## src/rtl/parity_engine.sv

```systemverilog
// parity_engine: serial parity generator/checker for the UART datapath.
// Accumulates parity one bit at a time over a frame of 0..MAX_WIDTH bits,
// produces even/odd/mark/space parity, and checks received parity bits
// against the result with a saturating error counter.
//
// Ports:
//   CLK, RST        clock (rising edge), synchronous active-high reset
//   PAR_EN          gates acceptance of start
//   par_mode        00 even, 01 odd, 10 mark, 11 space (latched on start)
//   data_len        frame length in bits (latched on start, clamped)
//   start           begin/restart a frame
//   bit_valid,bit_in  serial frame bit
//   chk_valid,chk_bit received parity bit to compare in READY
//   err_clr         clear err_cnt
//   busy            high while accumulating
//   par_done        one-cycle pulse on entry to READY
//   par_bit         parity result, stable in READY
//   par_err         one-cycle pulse on a parity mismatch
//   err_cnt         saturating mismatch count
module parity_engine #(
    parameter int unsigned MAX_WIDTH = 8,
    parameter int unsigned LEN_W     = $clog2(MAX_WIDTH + 1),
    parameter int unsigned ERR_W     = 8
) (
    input  logic             CLK,
    input  logic             RST,
    input  logic             PAR_EN,
    input  logic [1:0]       par_mode,
    input  logic [LEN_W-1:0] data_len,
    input  logic             start,
    input  logic             bit_valid,
    input  logic             bit_in,
    input  logic             chk_valid,
    input  logic             chk_bit,
    input  logic             err_clr,
    output logic             busy,
    output logic             par_done,
    output logic             par_bit,
    output logic             par_err,
    output logic [ERR_W-1:0] err_cnt
);

    localparam logic [1:0] S_IDLE  = 2'd0;
    localparam logic [1:0] S_ACCUM = 2'd1;
    localparam logic [1:0] S_READY = 2'd2;

    localparam logic [1:0] MODE_EVEN  = 2'd0;
    localparam logic [1:0] MODE_ODD   = 2'd1;
    localparam logic [1:0] MODE_MARK  = 2'd2;
    localparam logic [1:0] MODE_SPACE = 2'd3;

    localparam logic [LEN_W-1:0] LEN_MAX = LEN_W'(MAX_WIDTH);
    localparam logic [ERR_W-1:0] ERR_SAT = {ERR_W{1'b1}};

    logic [1:0]       state_q, state_d;
    logic [1:0]       mode_q, mode_d;
    logic [LEN_W-1:0] len_q, len_d;
    logic [LEN_W-1:0] cnt_q, cnt_d;
    logic             acc_q, acc_d;
    logic             busy_d, par_done_d, par_bit_d, par_err_d;
    logic [ERR_W-1:0] err_cnt_d;

    logic [LEN_W-1:0] len_clamped;
    logic [LEN_W-1:0] cnt_inc;
    logic             acc_next;
    logic             mismatch;

    // Final parity from the accumulated XOR; mark/space ignore the data.
    function automatic logic parity_result(input logic [1:0] mode, input logic acc);
        logic res;
        res = 1'b0;
        case (mode)
            MODE_EVEN:  res = acc;
            MODE_ODD:   res = ~acc;
            MODE_MARK:  res = 1'b1;
            MODE_SPACE: res = 1'b0;
            default:    res = 1'b0;
        endcase
        return res;
    endfunction

    assign len_clamped = (data_len > LEN_MAX) ? LEN_MAX : data_len;
    assign cnt_inc     = cnt_q + LEN_W'(1);
    assign acc_next    = acc_q ^ bit_in;
    // Compared against the registered par_bit, so a coincident restart
    // is checked against the result of the frame just finished.
    assign mismatch    = (state_q == S_READY) && chk_valid && (chk_bit != par_bit);

    // Next-state and registered-output logic.
    always_comb begin
        state_d    = state_q;
        mode_d     = mode_q;
        len_d      = len_q;
        cnt_d      = cnt_q;
        acc_d      = acc_q;
        par_bit_d  = par_bit;
        par_done_d = 1'b0;
        err_cnt_d  = err_cnt;

        // start has priority over any bit presented in the same cycle.
        if (start) begin
            if (PAR_EN) begin
                mode_d = par_mode;
                len_d  = len_clamped;
                cnt_d  = '0;
                acc_d  = 1'b0;
                if (len_clamped == '0) begin
                    state_d    = S_READY;
                    par_bit_d  = parity_result(par_mode, 1'b0);
                    par_done_d = 1'b1;
                end else begin
                    state_d = S_ACCUM;
                end
            end else begin
                state_d = S_IDLE;
            end
        end else if ((state_q == S_ACCUM) && bit_valid) begin
            acc_d = acc_next;
            cnt_d = cnt_inc;
            if (cnt_inc == len_q) begin
                state_d    = S_READY;
                par_bit_d  = parity_result(mode_q, acc_next);
                par_done_d = 1'b1;
            end
        end

        busy_d    = (state_d == S_ACCUM);
        par_err_d = mismatch;

        if (err_clr) begin
            err_cnt_d = '0;
        end else if (mismatch && (err_cnt != ERR_SAT)) begin
            err_cnt_d = err_cnt + ERR_W'(1);
        end
    end

    // State and output registers.
    always_ff @(posedge CLK) begin
        if (RST) begin
            state_q  <= S_IDLE;
            mode_q   <= MODE_EVEN;
            len_q    <= '0;
            cnt_q    <= '0;
            acc_q    <= 1'b0;
            busy     <= 1'b0;
            par_done <= 1'b0;
            par_bit  <= 1'b0;
            par_err  <= 1'b0;
            err_cnt  <= '0;
        end else begin
            state_q  <= state_d;
            mode_q   <= mode_d;
            len_q    <= len_d;
            cnt_q    <= cnt_d;
            acc_q    <= acc_d;
            busy     <= busy_d;
            par_done <= par_done_d;
            par_bit  <= par_bit_d;
            par_err  <= par_err_d;
            err_cnt  <= err_cnt_d;
        end
    end

endmodule

```

## config.mk

```make
export PLATFORM = sky130hd
export DESIGN_NAME = parity_engine
export DESIGN_NICKNAME = d
export VERILOG_FILES = /design/src/rtl/parity_engine.sv
export SDC_FILE = /design/constraint.sdc
export NUM_CORES = 1
export LEC_CHECK = 0
export BUFFER_PORTS_ARGS = -buffer_cell sky130_fd_sc_hd__buf_2
export CAP_MARGIN = 15
export CELL_PAD_IN_SITES_DETAIL_PLACEMENT = 0
export CELL_PAD_IN_SITES_GLOBAL_PLACEMENT = 2
export CORE_MARGIN = 1
export CORE_UTILIZATION = 33
export DETAILED_ROUTE_END_ITERATION = 8
export HOLD_SLACK_MARGIN = 0.08
export PLACE_DENSITY = 0.94
export SYNTH_ARGS = -nofsm -noshare
export SYNTH_HDL_FRONTEND = slang
export SYNTH_SLANG_ARGS = --single-unit
```

## constraint.sdc

```tcl
create_clock -name CLK -period 2.4 [get_ports CLK]
set_input_delay 0.48 -clock CLK [delete_from_list [all_inputs] [get_ports CLK]]
set_output_delay 0.48 -clock CLK [all_outputs]
set_load 0.02 [all_outputs]
```

==> results of run 1 <==
==> sequential cells by signal, summed over array words and instances, names as in the netlist <==
register  count
len_q         4
cnt_q         4
acc_q         1
mode_q        2
par_err       1
par_done      1
busy          1
par_bit       1
state_q       2
err_cnt       8
==> path summary, 6_finish.rpt <==
path / startpoint / end / slack, ns / depth (start not counted)
setup / recovery: cnt_q[0] / busy / 0.76 / 6
hold / removal: par_mode[0] / mode_q[0] / 0.41 / 3
setup reg to reg: cnt_q[0] / busy / 0.76 / 6
hold reg to reg: len_q[1] / len_q[1] / 0.48 / 2
==> layout make-up <==
type	count	area, um^2
clock buffer	3	22.5
clock inverter	1	5.00
fill	363	1990
inverter	1	3.75
multi-input combinational	103	651
sequential	25	500
tap	46	57.6
timing repair buffer	27	138
==> cell usage in the layout, fill, tap and decap left out, drive strengths merged, types with 2 or more instances in the layout <==
master / count
a21oi: 15
and2: 2
buf: 27
clkbuf: 3
dfxtp: 25
ha: 2
mux2i: 2
nand2: 14
nand3: 7
nand3b: 5
nor2: 15
nor3: 4
nor4: 2
o21ai: 5
or3: 3
xnor2: 7
xor2: 5
==> worst register-to-register path: stages (launching register included) <==
cell,delay (ns)
dfxtp_1,0.43
ha_1,0.28
xnor2_1,0.15
nand3_1,0.14
nor4b_2,0.24
o32ai_1,0.13
and3_1,0.20
==> routing by layer <==
metal  track usage, %  up-vias
li1                 -      525
met5                0        -
met3             3.78        2
met2             22.6       21
met4             1.90        0
met1             16.3      445
==> power by group <==
| group | switching, mW | total, mW | internal [mW] | leakage [nW] |
|---|---|---|---|---|
| Combinational | 0.0340 | 0.0607 | 0.0267 | 0.332 |
| Clock | 0.120 | 0.182 | 0.0622 | 0.0177 |
| Sequential | 0.00504 | 0.427 | 0.422 | 0.202 |
==> cell families after synthesis <==
logic type,count (synthesis),synth area share (%)
AND/OR/NAND/NOR,63,29.2
flip-flops,25,42.8
AO/OA/AOI/OAI,23,11.7
XOR/XNOR,13,10.9
buffers and inverters,5,1.60
multiplexers,2,1.71
adder cells (fa/ha/maj),2,2.14
==> flow_summary.yaml, run 1 <==
cells_and_area:
  diodes: 0
  area_delta_synth_final_pct: 17.8
  utilization_pct: 41.0
  fin_area_um2: 1380
  drive_above_1_share_pct: 23.1
  num-nets-final: 178
  fin_cells: 206
synthesis:
  ys_ff_latch: 25
  synth_cells: 133
  avgSynthCellArea_um2: 8.80
  synth_area_leaders: "dfxtp_1 43%, a21oi_1 6.0%, xnor2_1 5.2%"
  synth_edf_count: 0
  ys_warn_count: 0
  async_flop_share_pct: 0
  syn_area_um2: 1170
  synth_seq_area_share_pct: 42.8
  synth_nets: 150
  synth_cell_types: 35
  synth_top_area_cell: "dfxtp_1"
  synth_top_cell_area_share_pct: 42.8
  ys.flop_type: "dfxtp_1"
  synth_commonest_cells: "25 x dfxtp_1, 15 x nor2_1, 14 x a21oi_1, 14 x nand2_1"
  yosysMostFrequentCell: "dfxtp_1"
setup_path:
  critPathRequiredTime_ns: 2.62
  worst_setup_path_start_kind: "flip-flop"
  crit_type: "flip-flop to flip-flop"
  arrival_ns: 1.87
  crit_slowest_cell: "dfxtp_1"
  crit_buf_inv: 0
  end_kind: "flip-flop"
  path_max_fanout: 5
  crit_chain: "ha_1, xnor2_1, nand3_1, nor4b_2, o32ai_1, and3_1"
  cp_top_family: "simple AND/OR/NAND/NOR gates"
  slowest_delay_ns: 0.43
route:
  route.met2.wl_mm: 1.10
  routed_wl_mm: 2.34
  vias: 993
  dr.pass1.iters: 4
  drt_iter0_drc: 18
  wl_per_cell_um: 11.3
  wl_met3_um: 91
  wirelength_met1_mm: 1.13
  highest_layer: "met4"
  ant_nets: 0
  drc: 0
  detail_route.vias_per_cell: 4.82
place:
  post-place-ws_ns: 0.730
  io_buffer_count: 26
  globalplace.congestion: 0.788
  dp.cells: 202
  place_area_um2: 1350
  dp_hpwl_mm: 1.79
sta:
  rsz0062_at_grt: "no"
  clock_skew_ns: 0.00111
  fin_crit_sh_pct: 68.5
  min_period_ns: 1.64
  drv_slew: 0
  timing.final.ws_setup_ns: 0.755
  worstMarginPinSlew_ns: 0.593
  hold-worst-slack_ns: 0.413
  hold_viol_final: 0
  fmax_mhz: 608
  slew_headroom_pct: 60.1
  tns_ns: 0
  setup_viol: 0
run_status:
  outcome: "completed"
power:
  cellLeakagePower_nw: 0.552
  total_power_uw: 670
  power_density_nw_per_um2: 487
  max-vdd-ir-drop_mv: 0.265
floorplanning:
  die-area_um2: 3790
  design.core.area_um2: 3360
  pin_count: 27
  die_h_um: 61.5
  start_util_pct: 34.8
  die_x_um: 61.5
  fp-row-count: 21
grt:
  track_usage_pct: 13.0
  grt_pass1_wl_mm: 3.60
  grt.overflow.total: 0
  grt_max_degree: 19
  grt_pass1_vias: 819
  antenna_found_initial: 0
cts:
  post_cts_buffers: 0
  clk_pin_slew_ns: 0.13
  clockBufferDepth: 2
  ctsHtreeMaxLevel: 1
  numCtsBuffers: 3
  post_cts_resized: 0
  cts_hold_buffers: 0
  cts_tree: "done"
  root_buffer: "clkbuf_4"
  cts_num_sinks: 25
  clk_latency_ns: 0.31
flow_run:
  maxCapViolations: 0
min_path:
  hold_class: "input port to flip-flop"
Note: power is estimated with default switching activity, not from simulation.
==> inputs of run 2 (changes only) <==
- CORE_UTILIZATION: 33 -> 28
- PLACE_DENSITY: 0.94 -> 0.86
- clock period: 2.4 -> 1.3 ns (I/O delays scaled with it)
==> flow_summary.yaml, run 2 (synthesis gave the netlist of run 1 again) <==
min_path:
  hold_class: "input port to flip-flop"
  hp-start: "par_mode[0]"
  holdPathStages: 3
  hold_end: "mode_q[0]"
place:
  place_area_um2: 1600
  io_buffer_count: 26
  dp_hpwl_mm: 2.20
  globalplace.congestion: 0.828
run_status:
  violations: "setup timing"
  outcome: "finished with violations"
setup_path:
  end_kind: "flip-flop"
  crit_slowest_cell: "dfxtp_4"
  slowest_delay_ns: 0.36
  r2r_slack_ns: -0.21
  critPathRequiredTime_ns: 1.46
  crit_type: "flip-flop to flip-flop"
  arrival_ns: 1.68
  crit_chain: "ha_4, xnor2_2, nand3_2, nor4b_4, o32ai_2, and3_1"
  worst_r2r_startpoint: "cnt_q[1]"
  worst_setup_path_start_kind: "flip-flop"
  path_max_fanout: 2
  reg2reg_depth: 6
  reg2reg_to: "busy"
sta:
  fin_crit_sh_pct: 116
  clock_skew_ns: 0.00657
  worstMarginPinSlew_ns: 0.354
  tns_ns: -0.989
  drv_slew: 0
  slew_headroom_pct: 76.2
  min_period_ns: 1.51
  fmax_mhz: 661
  rsz0062_at_grt: "yes"
  setup_viol: 12
  hold_viol_final: 0
  timing.final.ws_setup_ns: -0.214
floorplanning:
  die_x_um: 66.6
  start_util_pct: 29.2
  die-area_um2: 4440
  fp-row-count: 23
  pin_count: 27
  die_h_um: 66.6
  design.core.area_um2: 4000
cells_and_area:
  final_common_cell: "buf_4"
  num-nets-final: 211
  largest_register: "err_cnt"
  nFillCells: 372
  final_cell_mix: "29 x buf_4, 25 x buf_2, 14 x nand2_1"
  diodes: 0
  top_regs: "err_cnt: 8 flops, cnt_q: 4 flops, len_q: 4 flops"
  utilization_pct: 48.2
  drive_above_1_share_pct: 54.9
  fin_area_um2: 1930
  largest_register_ffs: 8
  multiInputGateArea_um2: 888
  area_delta_synth_final_pct: 64.8
  final-seq-area_um2: 529
route:
  vias: 1162
  detail_route.vias_per_cell: 4.78
  dr.pass1.iters: 4
  wl_per_cell_um: 12.9
  routed_wl_mm: 3.13
  drt_iter0_drc: 49
  drc: 0
  ant_nets: 0
grt:
  grt_pass1_vias: 1149
  grt_pass1_wl_mm: 5.15
  grt.overflow.total: 0
  track_usage_pct: 15.2
  grt_max_degree: 14
  antenna_found_initial: 0
power:
  max-vdd-ir-drop_mv: 0.460
  total_power_mw: 1.39
  cellLeakagePower_nw: 0.784
  power_density_nw_per_um2: 721
cts:
  numCtsBuffers: 3
  cts_tree: "done"
  cts_num_sinks: 25
  clk_latency_ns: 0.26
  ctsHtreeMaxLevel: 1
  clk_pin_slew_ns: 0.09
  root_buffer: "clkbuf_8"
  cts_hold_buffers: 0
  clockBufferDepth: 2
flow_run:
  maxCapViolations: 0
[run 2: cell types whose count changed in the layout (fill, tap and decap cells not counted), sizes merged]
cell,change
clkbuf,+1
o211ai,+1
clkinv,-1
buf,+32
[run 2: layout make-up]
type	instances	share of cell area, %
clock buffers	4	2.34
inverters	1	0.195
multi-input cells	104	46.1
flip-flops and latches	25	27.4
well taps	50	3.24
repair buffers	59	20.7
[run 2: report_power, final]
part	leakage, nW	total, mW	switching (mW)	internal (mW)
registers	0.210	0.778	0.00980	0.768
clock network	0.0228	0.448	0.229	0.219
logic	0.551	0.164	0.0832	0.0805
total	0.784	1.39	0.322	1.07
[run 2: per-layer routing]
metal | GRT usage, % | part of all wire [%] | vias to the layer above
li1 | - | - | 587
met1 | 18.5 | 44 | 551
met2 | 26.3 | 52 | 22
met3 | 3.25 | 3.3 | 2
met4 | 4.52 | 0.64 | 0
met5 | 0 | 0 | -
[run 2: worst max path at each step]
| stage | end | cells after the start | from |
|---|---|---|---|
| global route | busy | 6 | cnt_q[1] |
| detailed placement | busy | 6 | cnt_q[1] |
| global placement | busy | 6 | cnt_q[0] |
| CTS | busy | 6 | cnt_q[1] |
| finish | busy | 6 | cnt_q[1] |
| floorplan | busy | 6 | cnt_q[0] |
[run 2: timing repair]
action,4_1_cts,5_1_grt
setup buffers,4,6
endpoints found under the setup margin,12,14
cloned,1,0
gates resized for setup,16,24
pin swaps,8,14
[run 2: worst max-delay path, delay by kind of cell, from the launching register on]
| family | cells | cell delay, ns |
|---|---|---|
| flops | 1 | 0.36 |
| xor+xnor | 1 | 0.15 |
| simple gates | 3 | 0.54 |
| fa+ha+maj | 1 | 0.25 |
| compound gates | 1 | 0.12 |
[run 2: metrics by stage]
| step | setup WS [ns] | hold slack (ns) | instances |
|---|---|---|---|
| finish | -0.214 | 0.256 | 243 |
| detailed placement | -0.200 | 0.459 | 228 |
| floorplan | -0.107 | 0.396 | 133 |
| global route | -0.294 | 0.250 | 243 |
| CTS | -0.194 | 0.246 | 237 |
| global placement | -0.145 | 0.458 | 228 |
==> inputs of run 3 (changes only) <==
- CORE_ASPECT_RATIO: not set -> 1.4
- MAX_ROUTING_LAYER: not set -> met4
==> flow_summary.yaml, run 3 (synthesis gave the netlist of run 1 again) <==
run_status:
  outcome: "finished with violations"
  violations: "setup timing"
sta:
  slew_headroom_pct: 81.0
  setup_viol: 6
  hold-worst-slack_ns: 0.248
  fmax_mhz: 652
  fin_crit_sh_pct: 118
  worstMarginPinSlew_ns: 0.283
  min_period_ns: 1.53
  hold_viol_final: 0
  rsz0062_at_grt: "yes"
  tns_ns: -0.480
  clock_skew_ns: 0.00385
  drv_slew: 0
  timing.final.ws_setup_ns: -0.233
place:
  io_buffer_count: 26
  dp_hpwl_mm: 2.28
  post-place-ws_ns: -0.176
  globalplace.congestion: 0.822
  place_area_um2: 1600
  dp.cells: 222
grt:
  grt_pass1_vias: 1217
  grt_max_degree: 14
  grt.overflow.total: 0
  grt_pass1_wl_mm: 5.46
  antenna_found_initial: 0
  track_usage_pct: 15.8
floorplanning:
  start_util_pct: 29.6
  die_x_um: 56.6
  die_h_um: 78.5
  die-area_um2: 4440
  pin_count: 27
  design.core.area_um2: 3950
  fp-row-count: 27
power:
  share_seq_of_total_power_pct: 55.7
  intPower_mw: 1.07
  power_density_nw_per_um2: 769
  cellLeakagePower_nw: 0.719
  sw_frac_of_total_pct: 24.0
  max-vdd-ir-drop_mv: 0.600
  p_switching_uw: 337
  p_clk_share_pct: 32.9
  p_comb_share_pct: 11.4
  total_power_mw: 1.41
cts:
  root_buffer: "clkbuf_8"
  numCtsBuffers: 3
  clk_latency_ns: 0.26
  ctsHtreeMaxLevel: 1
  clockBufferDepth: 2
  cts_tree: "done"
  cts_num_sinks: 25
  cts_hold_buffers: 0
  clk_pin_slew_ns: 0.09
route:
  routed_wl_mm: 3.11
  wl_per_cell_um: 13.5
  detail_route.vias_per_cell: 5.01
  drc: 0
  vias: 1158
  ant_nets: 0
  drt_iter0_drc: 6
  dr.pass1.iters: 3
setup_path:
  reg2reg_depth: 6
  r2r_slack_ns: -0.23
  path_max_fanout: 2
  end_kind: "flip-flop"
  crit_type: "flip-flop to flip-flop"
  worst_r2r_startpoint: "cnt_q[1]"
  arrival_ns: 1.69
  critPathRequiredTime_ns: 1.45
  reg2reg_to: "busy"
  worst_setup_path_start_kind: "flip-flop"
cells_and_area:
  fin_area_um2: 1830
  fin_cells: 231
  diodes: 0
  nFillCells: 371
  area_delta_synth_final_pct: 56.1
  largest_register: "err_cnt"
  final_cell_mix: "28 x buf_4, 26 x buf_2, 14 x nand2_1"
  num-nets-final: 206
  utilization_pct: 46.2
  final_common_cell: "buf_4"
  drive_above_1_share_pct: 52.1
  largest_register_ffs: 8
  top_regs: "err_cnt: 8 flops, cnt_q: 4 flops, len_q: 4 flops"
min_path:
  hp-start: "par_mode[0]"
  hold_end: "mode_q[0]"
  holdPathStages: 3
  hold_class: "input port to flip-flop"
flow_run:
  maxCapViolations: 0
[run 3: cell types whose count changed in the layout (fill, tap and decap cells not counted), sizes merged]
cell | before | now
buf | 59 | 54
[run 3: power groups by stage]
stage | Combinational (mW) | Sequential, mW | Clock [mW]
floorplan | 0.0657 | 0.801 | 0
detailed placement | 0.135 | 0.799 | 0
global placement | 0.134 | 0.798 | 0
global route | 0.176 | 0.784 | 0.518
CTS | 0.148 | 0.781 | 0.485
finish | 0.160 | 0.782 | 0.463
[run 3: cell type report]
cell class	instances	area, um^2	share of cell area, %
clock buffers	4	45.0	2.47
inverters	1	3.75	0.205
multi-input cells	104	858	47.0
flip-flops and latches	25	526	28.8
well taps	43	53.8	2.95
repair buffers	54	340	18.6
[run 3: metal layers]
layer	up-vias	GRT usage (%)	routed length, um	part of all wire, %
met3	10	2.64	87	2.8
met4	0	7.32	108	3.5
met1	546	16.9	1240	40
li1	580	-	-	-
met2	22	28.1	1670	54
met5	-	-	0	0
[run 3: how the worst max path moves through the flow]
stage	startpoint	slack (ns)	to	depth (start not counted)
6_report	cnt_q[1]	-0.23	busy	6
5_1_grt	cnt_q[1]	-0.32	busy	6
4_1_cts	cnt_q[1]	-0.19	busy	6
3_5_place_dp	cnt_q[1]	-0.18	busy	6
3_3_place_gp	cnt_q[0]	-0.13	busy	6
2_1_floorplan	cnt_q[0]	-0.11	busy	6
[run 3: critical path: stages (launching register included)]
cell and delay [ns]:
dfxtp_2 0.35, ha_4 0.27, xnor2_2 0.10, nand3_2 0.13, nor4b_4 0.25, o32ai_2 0.12, and3_1 0.21
[run 3: repair_timing]
action                                 4_1_cts  5_1_grt
cloned                                       1        0
pin swaps                                    6        5
buffers inserted                             2        2
endpoints found under the hold margin        0        0
resized for setup                           12       13
setup endpoints to repair                   12       16
